`config.mk`:
```
export PLATFORM = sky130hd
export DESIGN_NAME = fp32_mult_norm
export DESIGN_NICKNAME = d
export VERILOG_FILES = /design/src/rtl/fp32_pkg.sv /design/src/rtl/fp32_lzc41.sv /design/src/rtl/fp32_mult_norm.sv
export SDC_FILE = /design/constraint.sdc
export NUM_CORES = 1
export LEC_CHECK = 0
export ABC_AREA = 1
export ABC_CLOCK_PERIOD_IN_PS = 1700
export CORE_MARGIN = 4
export CORE_UTILIZATION = 35
export DETAILED_ROUTE_END_ITERATION = 10
export HOLD_SLACK_MARGIN = 0.02
export SLEW_MARGIN = 15
export SYNTH_ARGS = -nofsm -noshare
export SYNTH_HDL_FRONTEND = slang
export SYNTH_SLANG_ARGS = --single-unit
```
`constraint.sdc`:
```
create_clock -name clk -period 1.7 [get_ports clk]
set_input_delay 0.17 -clock clk [delete_from_list [all_inputs] [get_ports clk]]
set_output_delay 0.17 -clock clk [all_outputs]
set_load 0.02 [all_outputs]
```
`src/rtl/fp32_pkg.sv`:
```
// Shared types and constants for the fp32 multiplier normalise/round back end.
package fp32_pkg;

  localparam int unsigned MANT_PROD_W  = 41;
  localparam int unsigned EXP_IN_W     = 10;
  localparam int unsigned EXP_W        = 11;
  localparam int unsigned FRAC_W       = 23;
  localparam int unsigned LZ_W         = 6;
  localparam int unsigned FP32_EXP_MAX = 255;

  localparam logic [31:0] FP32_QNAN = 32'h7FC0_0000;

  // Special-case class produced by the exponent/mantissa stages
  typedef enum logic [1:0] {
    FP_NORMAL = 2'b00,
    FP_ZERO   = 2'b01,
    FP_INF    = 2'b10,
    FP_NAN    = 2'b11
  } fp_class_e;

  // Normalised product held between the normalise and round stages
  typedef struct packed {
    logic                    sign;
    fp_class_e               cls;
    logic signed [EXP_W-1:0] e;
    logic [FRAC_W-1:0]       frac;
`ifdef FP32_MULT_NORM_RNE_EN
    logic                    guard;
    logic                    sticky;
`endif
  } norm_t;

endpackage

```
`src/rtl/fp32_lzc41.sv`:
```
// Combinational leading-zero counter for the 41-bit mantissa product (41 when all zero).
module fp32_lzc41
  import fp32_pkg::*;
(
  input  logic [MANT_PROD_W-1:0] mant,
  output logic [LZ_W-1:0]        lz_c
);

  // Highest set bit wins; scanning upward lets the last hit overwrite earlier ones
  always_comb begin
    lz_c = LZ_W'(MANT_PROD_W);
    for (int i = 0; i < int'(MANT_PROD_W); i++) begin
      if (mant[i]) lz_c = LZ_W'(int'(MANT_PROD_W) - 1 - i);
    end
  end

endmodule

```
`src/rtl/fp32_mult_norm.sv`:
```
// Normalise-and-round back end of the fp32 multiplier: two-stage valid/ready pipeline.
// Build option: FP32_MULT_NORM_RNE_EN selects round-to-nearest-even; otherwise truncation.
module fp32_mult_norm
  import fp32_pkg::*;
(
  input  logic                   clk,
  input  logic                   rstn,
  input  logic                   in_valid,
  output logic                   in_ready,
  input  logic                   in_sign,
  input  logic [EXP_IN_W-1:0]    in_exp,
  input  logic [MANT_PROD_W-1:0] in_mant,
  input  logic [1:0]             in_class,
  output logic                   out_valid,
  input  logic                   out_ready,
  output logic [31:0]            out_float
);

`ifdef FP32_MULT_NORM_RNE_EN
  localparam int unsigned NORM_W = MANT_PROD_W;
`else
  localparam int unsigned NORM_W = FRAC_W + 1;
`endif
  localparam int unsigned SUM_W = FRAC_W + 1;
  localparam logic signed [EXP_W-1:0] E_INF  = EXP_W'(FP32_EXP_MAX);
  localparam logic signed [EXP_W-1:0] E_ZERO = EXP_W'(0);

  logic                    a_valid;
  logic                    a_load_c;
  logic                    b_load_c;
  norm_t                   a_d_c;
  norm_t                   a_q;
  logic [LZ_W-1:0]         lz_c;
  logic [NORM_W-1:0]       norm_c;
  logic                    inc_c;
  logic [SUM_W-1:0]        frac_sum_c;
  logic signed [EXP_W-1:0] e_rnd_c;
  logic [FRAC_W-1:0]       frac_rnd_c;
  logic [31:0]             pack_c;

  fp32_lzc41 u_lzc (
    .mant (in_mant),
    .lz_c (lz_c)
  );

  // Ready ripples back combinationally so a full pipe still accepts while draining
  assign b_load_c = !out_valid | out_ready;
  assign a_load_c = !a_valid | b_load_c;
  assign in_ready = a_load_c;

  // Stage A: shift the leading one to the top; only the bits rounding needs are kept
  assign norm_c = NORM_W'((in_mant << lz_c) >> (MANT_PROD_W - NORM_W));

  // Stage A next value: exponent adjust, fraction/round bits, zero-mantissa reclass
  always_comb begin
    a_d_c      = '0;
    a_d_c.sign = in_sign;
    a_d_c.cls  = fp_class_e'(in_class);
    if (a_d_c.cls == FP_NORMAL && !norm_c[NORM_W-1]) a_d_c.cls = FP_ZERO;
    a_d_c.e    = {in_exp[EXP_IN_W-1], in_exp} + EXP_W'(1) - EXP_W'(lz_c);
    a_d_c.frac = norm_c[NORM_W-2 -: FRAC_W];
`ifdef FP32_MULT_NORM_RNE_EN
    a_d_c.guard  = norm_c[NORM_W-2-FRAC_W];
    a_d_c.sticky = |norm_c[NORM_W-3-FRAC_W:0];
`endif
  end

  // Stage A register
  always_ff @(posedge clk or negedge rstn) begin
    if (!rstn) begin
      a_valid <= 1'b0;
      a_q     <= '0;
    end else if (a_load_c) begin
      a_valid <= in_valid;
      if (in_valid) a_q <= a_d_c;
    end
  end

  // Stage B: round, handle mantissa carry, range-check exponent and pack by class
  always_comb begin
`ifdef FP32_MULT_NORM_RNE_EN
    inc_c = a_q.guard & (a_q.sticky | a_q.frac[0]);
`else
    inc_c = 1'b0;
`endif
    frac_sum_c = {1'b0, a_q.frac} + SUM_W'(inc_c);
    e_rnd_c    = a_q.e + EXP_W'(frac_sum_c[FRAC_W]);
    frac_rnd_c = frac_sum_c[FRAC_W] ? '0 : frac_sum_c[FRAC_W-1:0];
    pack_c     = {a_q.sign, 31'b0};
    case (a_q.cls)
      FP_NAN:  pack_c = FP32_QNAN;
      FP_INF:  pack_c = {a_q.sign, 8'hFF, 23'b0};
      FP_ZERO: pack_c = {a_q.sign, 31'b0};
      default: begin
        if (e_rnd_c >= E_INF)       pack_c = {a_q.sign, 8'hFF, 23'b0};
        else if (e_rnd_c <= E_ZERO) pack_c = {a_q.sign, 31'b0};
        else                        pack_c = {a_q.sign, e_rnd_c[7:0], frac_rnd_c};
      end
    endcase
  end

  // Stage B register drives the outputs directly; holds while stalled
  always_ff @(posedge clk or negedge rstn) begin
    if (!rstn) begin
      out_valid <= 1'b0;
      out_float <= 32'h0;
    end else if (b_load_c) begin
      out_valid <= a_valid;
      if (a_valid) out_float <= pack_c;
    end
  end

endmodule

```
# Word-level counts from Yosys, hierarchy flattened

Cells that the tools add are included.

Output and inout port bits: 34
Register bits: 71

Muxes and demuxes: 45
Order comparisons: 2
Eq/ne operators: 3
Shifts and indexed selects: 1
Bitwise operators: 2
Reductions and logical operators: 7
Add/sub/neg operators: 2

Operator list:

| cell                    | number |
|---|---|
| $mux W6                 | 32 |
| $pmux W32 S3            | 1 |
| $mux W31                | 2 |
| $shl A41 B6 Y41         | 1 |
| $mux W4                 | 8 |
| $add A10 B2 Y11 const B | 1 |
| $ge A11 B9 Y1 const B   | 1 |
| $le A11 B1 Y1 const B   | 1 |
| $sub A11 B6 Y11         | 1 |
| $eq A2 B2 Y1 const B    | 2 |
| $reduce_and A2 Y1       | 2 |
| $logic_not A1 Y1        | 3 |
| $eq A2 B1 Y1 const B    | 1 |
| $logic_not A2 Y1        | 1 |
| $mux W2                 | 1 |
| $or A1 B1 Y1            | 2 |
| $logic_and A1 B1 Y1     | 1 |
| $mux W1                 | 1 |

# Depth between registers and ports, before layout

Depth after elaboration: 45
Gate-level depth with buffers: 53

# Hierarchy

From an unflattened synthesis, not the netlist that was laid out.

Cells, all modules: 979
Area, all modules: 6,159.7 µm²

By module, submodules not included:

| module         | instances | cells each | area an instance (µm²) |
|---|---|---|---|
| fp32_mult_norm | 1         | 837        | 5,496.5 |
| fp32_lzc41     | 1         | 142        | 663.1 |

# Worst setup path before layout

No wires, ideal clock.

Path kind: in2reg
From: input port in_mant[3]
To: register a_q[32] in the netlist's numbering
Arrival time: 3.858 ns
Required time: 1.564 ns
Cell stages on the path: 33
Path slack: -2.293 ns
Path through: inv_1 > a311oi_1 > o311ai_0 > nand3_1 > nand3_1 > nand3_1 > nand3_1 > a31oi_1 > o21ai_0 > nand3_1 > nand3_1 > nand3_1 > nand3_1 > nand3_1 > nand3_1 > nand2_1 > inv_2 > buf_1 > ha_1 > inv_1 > ha_1 > inv_1 > fa_1 > nor2_1 > a211oi_1 > nor2_1 > o21a_1 > nor2_1 > nor2_1 > o21ai_0 > nand2_1 > xnor2_1 > o21ai_0

Word-level cells in the longest chain between the ends: 39

Ends and longest elaborated chain:

| item                   | RTL line             | text |
|---|---|---|
| from (decl)            | fp32_mult_norm.sv:12 | `input logic [MANT_PROD_W-1:0] in_mant,` |
| $mux W4 (6 in series)  | fp32_lzc41.sv:13     | `if (mant[i]) lz_c = LZ_W'(int'(MANT_PROD_W) - 1 - i);` |
| $mux W6 (32 in series) | fp32_lzc41.sv:13     |  |
| $sub A11 B6 Y11        | fp32_mult_norm.sv:60 | `a_d_c.e = {in_exp[EXP_IN_W-1], in_exp} + EXP_W'(1) - EXP_W'(lz_c);` |
| to (signal assigned)   | fp32_mult_norm.sv:72 | `a_q <= '0;` |
| to (signal assigned)   | fp32_mult_norm.sv:75 | `if (in_valid) a_q <= a_d_c;` |
| to (decl)              | fp32_mult_norm.sv:32 | `norm_t a_q;` |

No other way between the ends.
A chain may end at the register's enable or synchronous reset.

# Final worst setup path

From: input port in_mant[1]
To: register a_q[32] in the netlist's numbering

Word-level cells in the longest chain between the ends: 41

Ends and longest elaborated chain:

| item                   | RTL line |
|---|---|
| $mux W4 (8 in series)  | fp32_lzc41.sv:13 |
| $mux W6 (32 in series) | fp32_lzc41.sv:13 |
| $sub A11 B6 Y11        | fp32_mult_norm.sv:60 |

No other way between the ends.

==> summary.txt <==
Run status
  • Status: complete, but fails checks
  • Violated checks: negative setup slack

STA
  • Tmin final: between 3 and 4 ns
  • Relative slew slack: between 50% and 60%
  • Endpoints failing hold: 0
  • Fin. max-slew vios: 0
  • Final setup violation count: 35
  • Layout Skew: around 0.0096 ns
  • RSZ-0062 raised after global routing: yes
  • Worst slew pin tran: 0.6563 ns
  • Fin Hold WS: 0.3821 ns
  • Worst setup margin: -2.064 ns
  • Crit share post-route: 221.4%
  • Max Fclk: between 200 and 300 MHz

Global route
  • Vias in the first global route: about 7.5k
  • First-pass GRT wire length: between 30 and 40 mm
  • Top Usage Layer GRT: met2
  • Largest net degree at the start of global routing: 72
  • Met3 Use GR: ~2.8%
  • GRT Util Overall: approximately 22%
  • Met2 Use GR: 38.29%
  • Met1 usage: between 20% and 30%
  • Initial antenna violation count: 0
  • GR Overflow Total: 0

Logic synthesis
  • Mapped cell area: 0.006075 sq mm
  • Count of different cell masters after synthesis: 38
  • Syn Area/Cell: between 6 and 7 sq um
  • Simple logic cell fraction of the synthesized area: between 40% and 50%
  • Ys flop type: dfrtp_1
  • Adder-Cell Fraction of Synth Area: about 3.4%
  • Sequential area share after synthesis: just under 30%
  • Count of mapped cells out of synthesis: around 1000
  • Post-synthesis async set-or-reset flop share: between 90% and 100%
  • Syn_nets: approximately 1.1k
  • Multiplexer area fraction after synthesis: 0%
  • Synth Area in Compound Gates: about a tenth
  • Yosys warnings: 0
  • EDFF count, synth: 0
  • Largest family of logic cells by synthesized area: simple AND/OR/NAND/NOR gates
  • #FFs+latches synth: just over 70
  • Post-Synth XOR/XNOR Area: less than 1%

Layout
  • Post-layout util: about three fifths
  • Most common cell after layout, fill and taps aside: nand2_1
  • FF/Latch Area: around 0.0018 sq mm
  • Inserted Diodes: 0
  • Layout fillers: approximately 1.5k
  • Area of the multi-input gates: 0.004956 sq mm
  • Area growth from synthesis to layout: 67.25%
  • Nets: ~1.3k
  • Final cell count without fillers: between 1k and 1.5k
  • Share of layout cells above drive strength 1: around 37%
  • Most frequent cells in the layout: nand2_1, buf_4, nand3_1

Min path
  • HP Class: in2async

Detailed routing
  • Vias per cell: about 5.3
  • Final wirelength: 21.89 mm
  • DRT antenna net count: 0
  • Via count: around 7.6k
  • DR DRC count: 0
  • DR iter-0 viols: 567
  • WL/cell: around 15 um
  • Router iterations before antenna repair: 6

Placement
  • Place WS: -2.777 ns
  • Placed insts: about 1.4k
  • IO buf count: 91
  • HPWL after detailed placement: about 15 mm
  • Routability Congestion: about 0.96

CTS
  • H-tree depth: 3
  • Num CTS Buffers: 9
  • Clock buffer depth: 2
  • CTS tree: built
  • Clk slew on worst S/H paths: ~0.06 ns
  • Clock Sinks: 71
  • Clock Latency Late Sink: 0.34 ns
  • Clock Tree Root: clkbuf_16

Worst setup path
  • CP peak stage delay: around 0.34 ns
  • Delay-heaviest family, CP: compound AO/OA/AOI/OAI gates
  • WP data arrival: roughly 4.0 ns
  • Crit-path slowest cell: a311oi_2
  • Critical path class: in2reg
  • CP max FO: 3
  • Cell mode on critical path: nand3_1
  • Worst path bufs/invs: 5
  • Critical path required time: approximately 1.9 ns
  • Worst setup SP type: primary input
  • Crit. End Element: flop

Floorplan
  • Die Ht: ~140 um
  • I/O pin total: 92
  • Die W: ~140 um
  • DIE AREA: around 0.020 sq mm
  • Cell Rows: 47
  • Core ar.: 0.01682 sq mm
  • Starting Density: a little over a third

Pwr
  • Pleak: 0.004948 uW
  • VDD IR max: about 0.00084 V
  • Power per Cell Area: roughly 750 mW/mm^2

Flow run
  • Max-cap violations: 0
[routing by layer]
| metal | share of wire [%] | wire length [um] | up-vias |
|---|---|---|---|
| li1 | - | - | 3710 |
| met1 | 42 | 9186 | 3552 |
| met2 | 50 | 10930 | 261 |
| met3 | 5.2 | 1145 | 47 |
| met4 | 2.9 | 631 | 0 |
| met5 | 0 | 0 | - |
[worst register-to-register path: stages (launching register included)]
cell and delay (ns):
dfrtp_1 0.42, nor4_2 0.34, nand3_1 0.15, nand2_2 0.14, buf_4 0.14, nor2_1 0.04, o21ai_0 0.21, a21oi_1 0.10
[Yosys cell counts (2+ instances only)]
master	count	area share [%]
buf_2	11	0.91
nor2_1	44	2.7
or2_2	2	0.21
o21ai_1	10	0.82
a31oi_1	2	0.21
nand2_1	299	18
o21ai_0	40	3.3
nor3_1	8	0.66
dfrtp_1	71	29
clkbuf_1	30	1.9
a21oi_1	28	2.3
a211oi_1	3	0.37
nand2_2	7	0.72
ha_1	15	3.1
nor4_1	10	1.0
buf_6	3	0.56
nand4_1	6	0.62
xor2_1	2	0.29
inv_1	121	7.5
buf_1	5	0.31
nand3_1	245	20
o31ai_1	19	2.3
[state kept, by name, summed over array words and instances (netlist names)]
name,cells
out_valid,1
a_q,37
a_valid,1
out_float,32
[stage by stage]
step	area, sq um	total power, uW	setup TNS [ns]
6_report	10160	7605	-55.99
3_5_place_dp	8232	4798	-80.18
3_3_place_gp	8232	4768	-78.91
4_1_cts	9623	7371	-51.65
5_1_grt	10160	8061	-70.35
2_1_floorplan	6195	3623	-43.59
[cells by family after synthesis]
| logic type | Yosys count |
|---|---|
| AOI/OAI and AO/OA | 111 |
| xor gates and xnor gates | 3 |
| adders and majority gates | 16 |
| buffers and inverters | 173 |
| DFF | 71 |
| and+or+nand+nor | 623 |
[cell type report]
class / count / share of cell area (%)
multi-input cells: 753 / 48.78
repair buffers: 250 / 22.75
flip-flops and latches: 71 / 17.49
inverters: 123 / 4.766
well taps: 220 / 2.709
clock buffers: 11 / 2.488
clock inverters: 5 / 1.022
[what timing repair did]
action / 4_1_cts / 5_1_grt
cloned: 5 / 0
gates resized for setup: 236 / 115
setup endpoints to repair: 36 / 63
hold buffers: 1 / 0
pin swaps: 101 / 63
endpoints found under the hold margin: 71 / 0
setup buffers: 12 / 8
[where the power goes]
part	total [uW]	internal (uW)	leakage [uW]	switching, uW
combinational	3220	1410	0.00389	1810
sequential	2170	2000	0.000885	169
clock	2210	1510	0.000176	698
total	7610	4920	0.00495	2680
[worst paths after layout]
check	from	endpoint	slack [ns]	cells after the start
max in group asynchronous	rstn	out_valid	0.98	3
setup / recovery	in_mant[1]	a_q[32]	-2.06	34
min in group clk	in_sign	a_q[36]	0.41	3
hold / removal	rstn	a_q[12]	0.38	3
setup reg to reg	a_q[26]	out_float[24]	0.06	7
hold reg to reg	out_float[13]	out_float[13]	0.48	2
No activity file was read; power rests on OpenSTA's default activity.
